--- src/rtl/ram_block_packer.sv ---
// Packs a valid/ready stream of IN_WIDTH words into D_WIDTH RAM blocks, little-endian,
// and issues one registered write per block while tracking slot occupancy.
module ram_block_packer #(
  parameter int D_WIDTH  = 128,
  parameter int IN_WIDTH = 32,
  parameter int A_WIDTH  = 3
) (
  input  logic                clk,
  input  logic                rst,
  input  logic                in_valid,
  output logic                in_ready,
  input  logic [IN_WIDTH-1:0] in_data,
  input  logic                in_last,
  output logic                w_en,
  output logic [A_WIDTH-1:0]  w_addr,
  output logic [D_WIDTH-1:0]  w_data,
  output logic                w_last,
  input  logic                blk_rel,
  output logic [A_WIDTH:0]    fill,
  output logic                full,
  output logic                empty,
  output logic                err
);

  localparam int LANES   = D_WIDTH / IN_WIDTH;
  localparam int L_WIDTH = $clog2(LANES);
  localparam int DEPTH   = 2 ** A_WIDTH;

  localparam logic [A_WIDTH:0]    FILL_MAX = (A_WIDTH + 1)'(DEPTH);
  localparam logic [L_WIDTH-1:0]  LANE_MAX = L_WIDTH'(LANES - 1);

  logic [L_WIDTH-1:0] lane_q, lane_d;
  logic [D_WIDTH-1:0] asm_q, asm_d;
  logic               w_en_q, w_en_d;
  logic [A_WIDTH-1:0] w_addr_q, w_addr_d;
  logic [D_WIDTH-1:0] w_data_q, w_data_d;
  logic               w_last_q, w_last_d;
  logic [A_WIDTH:0]   fill_q, fill_d;
  logic               err_q, err_d;

  logic               accept;
  logic               commit;
  logic               release_ok;
  logic [D_WIDTH-1:0] packed_blk;

  assign full     = (fill_q == FILL_MAX);
  assign empty    = (fill_q == '0);
  assign in_ready = ~rst & ~full;

  assign accept     = in_valid & in_ready;
  assign commit     = accept & ((lane_q == LANE_MAX) | in_last);
  assign release_ok = blk_rel & ~empty;

  // NOTE: every variable driven here gets a default first, so no path leaves it
  // unassigned and no latch is inferred.
  always_comb begin
    packed_blk = asm_q;
    packed_blk[lane_q*IN_WIDTH +: IN_WIDTH] = in_data;

    lane_d   = lane_q;
    asm_d    = asm_q;
    w_en_d   = commit;
    w_data_d = w_data_q;
    w_last_d = commit & in_last;
    w_addr_d = w_addr_q + A_WIDTH'(w_en_q);
    fill_d   = fill_q;
    err_d    = err_q | (blk_rel & empty);

    // The assembly register is cleared on commit, so lanes above a short
    // final word are already zero in packed_blk.
    if (accept) begin
      if (commit) begin
        lane_d   = '0;
        asm_d    = '0;
        w_data_d = packed_blk;
      end else begin
        lane_d = lane_q + 1'b1;
        asm_d  = packed_blk;
      end
    end

    case ({commit, release_ok})
      2'b10:   fill_d = fill_q + 1'b1;
      2'b01:   fill_d = fill_q - 1'b1;
      default: fill_d = fill_q;
    endcase
  end

  // NOTE: state registers use non-blocking assignments so every flop samples
  // the pre-edge values of the others.
  always_ff @(posedge clk or posedge rst) begin
    if (rst) begin
      lane_q   <= '0;
      asm_q    <= '0;
      w_en_q   <= 1'b0;
      w_addr_q <= '0;
      w_data_q <= '0;
      w_last_q <= 1'b0;
      fill_q   <= '0;
      err_q    <= 1'b0;
    end else begin
      lane_q   <= lane_d;
      asm_q    <= asm_d;
      w_en_q   <= w_en_d;
      w_addr_q <= w_addr_d;
      w_data_q <= w_data_d;
      w_last_q <= w_last_d;
      fill_q   <= fill_d;
      err_q    <= err_d;
    end
  end

  assign w_en   = w_en_q;
  assign w_addr = w_addr_q;
  assign w_data = w_data_q;
  assign w_last = w_last_q;
  assign fill   = fill_q;
  assign err    = err_q;

endmodule

--- config.mk ---
export PLATFORM = sky130hd
export DESIGN_NAME = ram_block_packer
export DESIGN_NICKNAME = d
export VERILOG_FILES = /design/src/rtl/ram_block_packer.sv
export SDC_FILE = /design/constraint.sdc
export NUM_CORES = 1
export LEC_CHECK = 0
export CAP_MARGIN = 20
export CORE_MARGIN = 1.5
export CORE_UTILIZATION = 40
export CTS_CLUSTER_DIAMETER = 50
export DETAILED_ROUTE_END_ITERATION = 8
export GPL_TIMING_DRIVEN = 0
export PLACE_DENSITY_LB_ADDON = 0.25
export SYNTH_ARGS = -nofsm -noshare
export SYNTH_HDL_FRONTEND = slang
export SYNTH_SLANG_ARGS = --single-unit
export TNS_END_PERCENT = 5
--- constraint.sdc ---
create_clock -name clk -period 8.4 [get_ports clk]
set_clock_uncertainty 0.2 [all_clocks]
set_input_delay 0.84 -clock clk [delete_from_list [all_inputs] [get_ports clk]]
set_output_delay 0.84 -clock clk [all_outputs]
set_load 0.01 [all_outputs]
## Word level (Yosys, flattened, before mapping)

Cells that the tools add are included.

| operators by class | value |
|---|---|
| $add $sub $neg | 5 |
| equality and inequality tests | 4 |
| shifts and indexed selects | 2 |
| multiplexer cells | 4 |
| bitwise operators | 11 |
| reduce and logical (&&, ||, !) cells | 3 |

Operators by type and width:

| kind | count |
|---|---|
| $bwmux 128 | 1 |
| $mux 128 | 1 |
| $shift 32x34->128 const A | 1 |
| $shiftx 32x34->128 | 1 |
| $neg 7->34 | 1 |
| $pmux 4 s2 | 1 |
| $and 1x1->1 | 6 |
| $add 4x1->4 const B | 1 |
| $eq 2x2->1 const B | 2 |
| $eq 4x4->1 const B | 1 |
| $logic_not 4->1 | 1 |
| $sub 4x1->4 const B | 1 |
| $add 3x1->3 | 1 |
| $not 1->1 | 3 |
| $add 2x1->2 const B | 1 |
| $eq 2x1->1 const B | 1 |
| $mux 2 | 1 |
| $or 1x1->1 | 2 |
| $reduce_and 2->1 | 1 |
| $reduce_bool 2->1 | 1 |

| word-level totals | value |
|---|---|
| register bits | 268 |
| output and inout bits | 141 |

## Longest topological paths before layout

| depth | value |
|---|---|
| word-level depth | 7 |
| depth in mapped cells | 14 |
| gate-level depth less buffers | 10 |

## Worst setup path after synthesis

No wires, ideal clock.

| timing path | value |
|---|---|
| kind | reg2reg |
| start | register fill_q[1], in the netlist fill[1] |
| end | register fill_q[3], in the netlist fill[3] |
| library setup time | 0.144 ns |
| arrival time | 2.872 ns |
| data required time | 8.056 ns |
| path slack | 5.184 ns |
| stages on the path, launching flop included | 13 |
| path buffers | 4 |
| period minus slack after synthesis | 3.216 ns |
| cells stage by stage | dfrtp_1 -> buf_6 -> or4b_4 -> buf_6 -> clkinv_4 -> nor3_4 -> buf_6 -> inv_2 -> buf_2 -> ha_1 -> or3b_2 -> a2111oi_0 -> o221ai_1 |

| between the ends | value |
|---|---|
| cells in the longest elaborated chain, start to end | 7 |
| elaborated cells between the ends (all ways) | 14 |
| those cells by class | 2 x add/sub; 3 x eq/ne; 1 x mux; 6 x bitwise; 2 x reduce/logical |

Ends and longest elaborated chain:

| element | line | RTL |
|---|---|---|
| start: declaration | 38 | `logic [A_WIDTH:0] fill_q, fill_d;` |
| start signal: assignment | 108 | `fill_q <= fill_d;` |
| $eq 4x4->1 * | 46 | `assign full = (fill_q == FILL_MAX);` |
| via full | 20 | `output logic full,` |
| $not 1->1 * | 48 | `assign in_ready = ~rst & ~full;` |
| $and 1x1->1 * | 48 |  |
| $and 1x1->1 * | 50 | `assign accept = in_valid & in_ready;` |
| $and 1x1->1 * | 51 | `assign commit = accept & ((lane_q == LANE_MAX) \| in_last);` |
| $eq 2x1->1 / $eq 2x2->1 (equally long branches) | 82 | `case ({commit, release_ok})` |
| $pmux 4 s2 / $reduce_bool 2->1 (equally long branches) | n/a |  |

Mark *: on every way through the listed nets, which the timed path passes. The rest lies on a longest branch.
A chain may end at the register's enable or synchronous reset.

## Worst setup path after layout

| timing path | value |
|---|---|
| start | input in_last |
| end | register fill_q[3], in the netlist fill[3] |

| between the ends | value |
|---|---|
| cells in the longest elaborated chain, start to end | 4 |
| elaborated cells between the ends (all ways) | 6 |
| those cells by class | 2 x eq/ne; 1 x mux; 2 x bitwise; 1 x reduce/logical |

Ends and longest elaborated chain:

| element | line | RTL |
|---|---|---|
| start: declaration | 13 | `input logic in_last,` |
| $or 1x1->1 * | 51 |  |
| $and 1x1->1 * | 51 |  |
| $eq 2x1->1 / $eq 2x2->1 (equally long branches) | 82 |  |
| $pmux 4 s2 / $reduce_bool 2->1 (equally long branches) | n/a |  |

Every way passes the cells marked *; elsewhere a longest branch is shown, timed or not.

==> summary.txt <==
Status
  – Status: complete, no violations

Route
  – DR DRC count: 0
  – Total number of vias: 7675
  – Drt wl/cell: 21.4 um
  – Pre-antenna DRT Iters: 4
  – DRT Wirelength: 30.5 mm
  – Antenna-violating nets left: 0
  – Iteration-0 DRC Markers: 399
  – Via/cell ratio: 5.37

Layout
  – Most frequent cells in the layout: dfrtp_1 (268), a22o_1 (217), clkdlybuf4s50_1 (177)
  – Fin nets: 1063
  – Final core occ: 53.4%
  – Most common cell after layout, fill and taps aside: dfrtp_1
  – P&R area growth vs syn: 30.8%
  – Cell area after layout: 15400 um^2
  – Layout cells sized above 1: 21.9%
  – Filler cell count: 2440
  – Antenna diode count: 0

Critical path
  – Flop2flop setup slack: 4.77 ns
  – Crit. End Element: flip-flop
  – CP Max Fanout: 11
  – CP Launch Type: input pin
  – Worst Path Arrival: 3.88 ns
  – R2R cell count: 11
  – RR Endpoint: fill[3]
  – CP Class: in -> reg
  – CP Data Required Time: 8.55 ns
  – FF-to-FF Start: fill[0]

Floorplanning
  – Die area: 30400 um^2
  – Core ar.: 28800 um^2
  – Die W: 174 um
  – # IOs: 178
  – Initial Util: 40.9%
  – Row count: 62
  – Die Y: 174 um

Placed design
  – Hpwl dp: 20.8 mm
  – Final GP Congestion: 0.741
  – PortBufs: 177
  – Placed inst area: 14200 um^2

Pwr
  – Power per Cell Area: 268 nW/um^2
  – Leak Pwr: 0.00709 uW
  – VDD IR max: 0.188 mV

Global route
  – Initial antenna violation count: 0
  – GRT overflow: 0
  – First-pass GRT wire length: 48.1 mm
  – Vias in the first global route: 7941
  – GRT Overall Usage: 20.4%
  – Largest net degree at the start of global routing: 43

Yosys
  – Post-synth EDFFs: 0
  – Post-synthesis sequential area ratio: 57.0%
  – Post-Syn Area: 11800 um^2
  – Yosys reg bits: 268
  – Most used DFF post-synth: dfrtp_1
  – Async set-reset flop share out of synthesis: 100%
  – Syn_area_per_cell: 14.8 um^2
  – Post-synth top area share: 57.0%
  – Synth unique cells: 46
  – Synth top area cells: dfrtp_1 (57%), a22o_1 (16%), mux2_4 (14%)
  – Yosys top cell by area: dfrtp_1
  – Yosys warnings: 0
  – Post-Synthesis Cells: 794
  – Syn nets: 841

Clock network
  – Clock tree buffer depth: 3
  – Clock latency on the worst-skew pair: 0.51 ns
  – CTS tree: yes
  – Buffer count from post-CTS setup fixing: 0
  – # resized after CTS: 0
  – Hold_buf cts: 0
  – CTS H-tree depth: 2
  – Root Driver: clkbuf_16
  – Num CTS Buffers: 36
  – Worst-path clk slew: 0.05 ns
  – Clock Sinks: 268

STA
  – Setup violators final: 0
  – Worst rel slew slack: 51.3%
  – Tmin final: 3.72 ns
  – F_max: 269 MHz
  – Worst Tran Pin Value: 0.731 ns
  – Period utilization: 44.3%
  – Final-report max-slew violation count: 0
  – Final Hold Vio Count: 0
  – RSZ-0062 raised after global routing: no
  – TNS Setup: 0 ns
  – Worst hold slack: 0.256 ns

Job
  – # Max-Cap Violations: 0

Worst hold path
  – Hold Path Sink: err
  – Hold path cells: 1
  – Hold Startpoint: err
  – Worst hold path type: reg -> reg
==> where the power goes <==
part	switching, uW	leakage, uW	total, uW	internal [uW]
combinational	477	0.00280	1010	532
clock	587	0.000596	1540	948
sequential	119	0.00370	1570	1450
==> critical path: stages <==
cell,delay [ns]
clkdlybuf4s50_1,0.51
nor2_1,0.45
nor3_4,0.12
buf_6,0.18
inv_2,0.13
buf_2,0.26
ha_1,0.30
or3b_2,0.48
a2111oi_0,0.45
o221ai_1,0.16
==> metal layers <==
layer	up-vias	track usage, %	routed length, um
li1	3454	-	-
met1	3955	30.1	14800
met2	226	31.4	13800
met3	40	3.02	1380
met4	0	5.60	572
met5	-	0	0
==> synthesized netlist by cell type (3+ instances only) <==
library cell / n
and2_1: 32
inv_1: 12
buf_1: 4
buf_6: 4
nor4bb_1: 3
o2bb2ai_1: 4
o21ai_0: 4
mux2_4: 106
nor2_1: 3
buf_2: 12
buf_12: 11
and4_1: 3
mux2i_1: 7
ha_1: 10
o211ai_1: 3
clkbuf_1: 36
dfrtp_1: 268
mux2_2: 19
nor2b_1: 3
a22o_1: 217
==> cells by family (layout without fill, tap and decap cells) <==
family          Yosys count  in the layout  synth area share, %
fa+ha+maj                10             10                 1.06
xor+xnor                  4              4                0.298
simple gates             61             61                 3.68
flops                   268            268                 57.0
mux                     132            132                 16.0
buf+inv                  83            333                 4.62
compound gates          236            236                 17.4
==> metrics by stage <==
stage	instances	power, uW	setup slack [ns]
4_1_cts	1428	4160	4.70
2_1_floorplan	794	2140	3.82
3_5_place_dp	1362	2610	4.18
3_3_place_gp	1355	2590	1.76
5_1_grt	1428	4290	4.53
6_report	1428	4120	4.68
==> area by class of cell <==
class                   instances  area [um^2]  share of cell area [%]
clock inverters                11          120                   0.781
well taps                     384          480                    3.12
multi-input cells             443         4510                    29.3
flip-flops and latches        268         6710                    43.6
inverters                      14         61.3                   0.399
plain buffers                  69          485                    3.16
repair buffers                184         1910                    12.4
clock buffers                  55         1100                    7.18
==> sequential cells by signal (all words and copies together) (netlist names) <==
| signal | count |
|---|---|
| asm_q | 128 |
| w_data | 128 |
| fill | 4 |
| w_addr | 3 |
| lane_q | 2 |
| err | 1 |
| w_en | 1 |
| w_last | 1 |
==> worst max path at each step <==
stage / start / to / slack (ns) / depth (start not counted)
finish: in_last / fill[3] / 4.68 / 10
global route: in_last / fill[3] / 4.53 / 10
CTS: in_last / fill[3] / 4.70 / 10
detailed placement: in_last / fill[3] / 4.18 / 10
global placement: rst / w_data[44] / 1.76 / 2
floorplan: rst / asm_q[0] / 3.82 / 1
(Power assumes the default switching activity.)
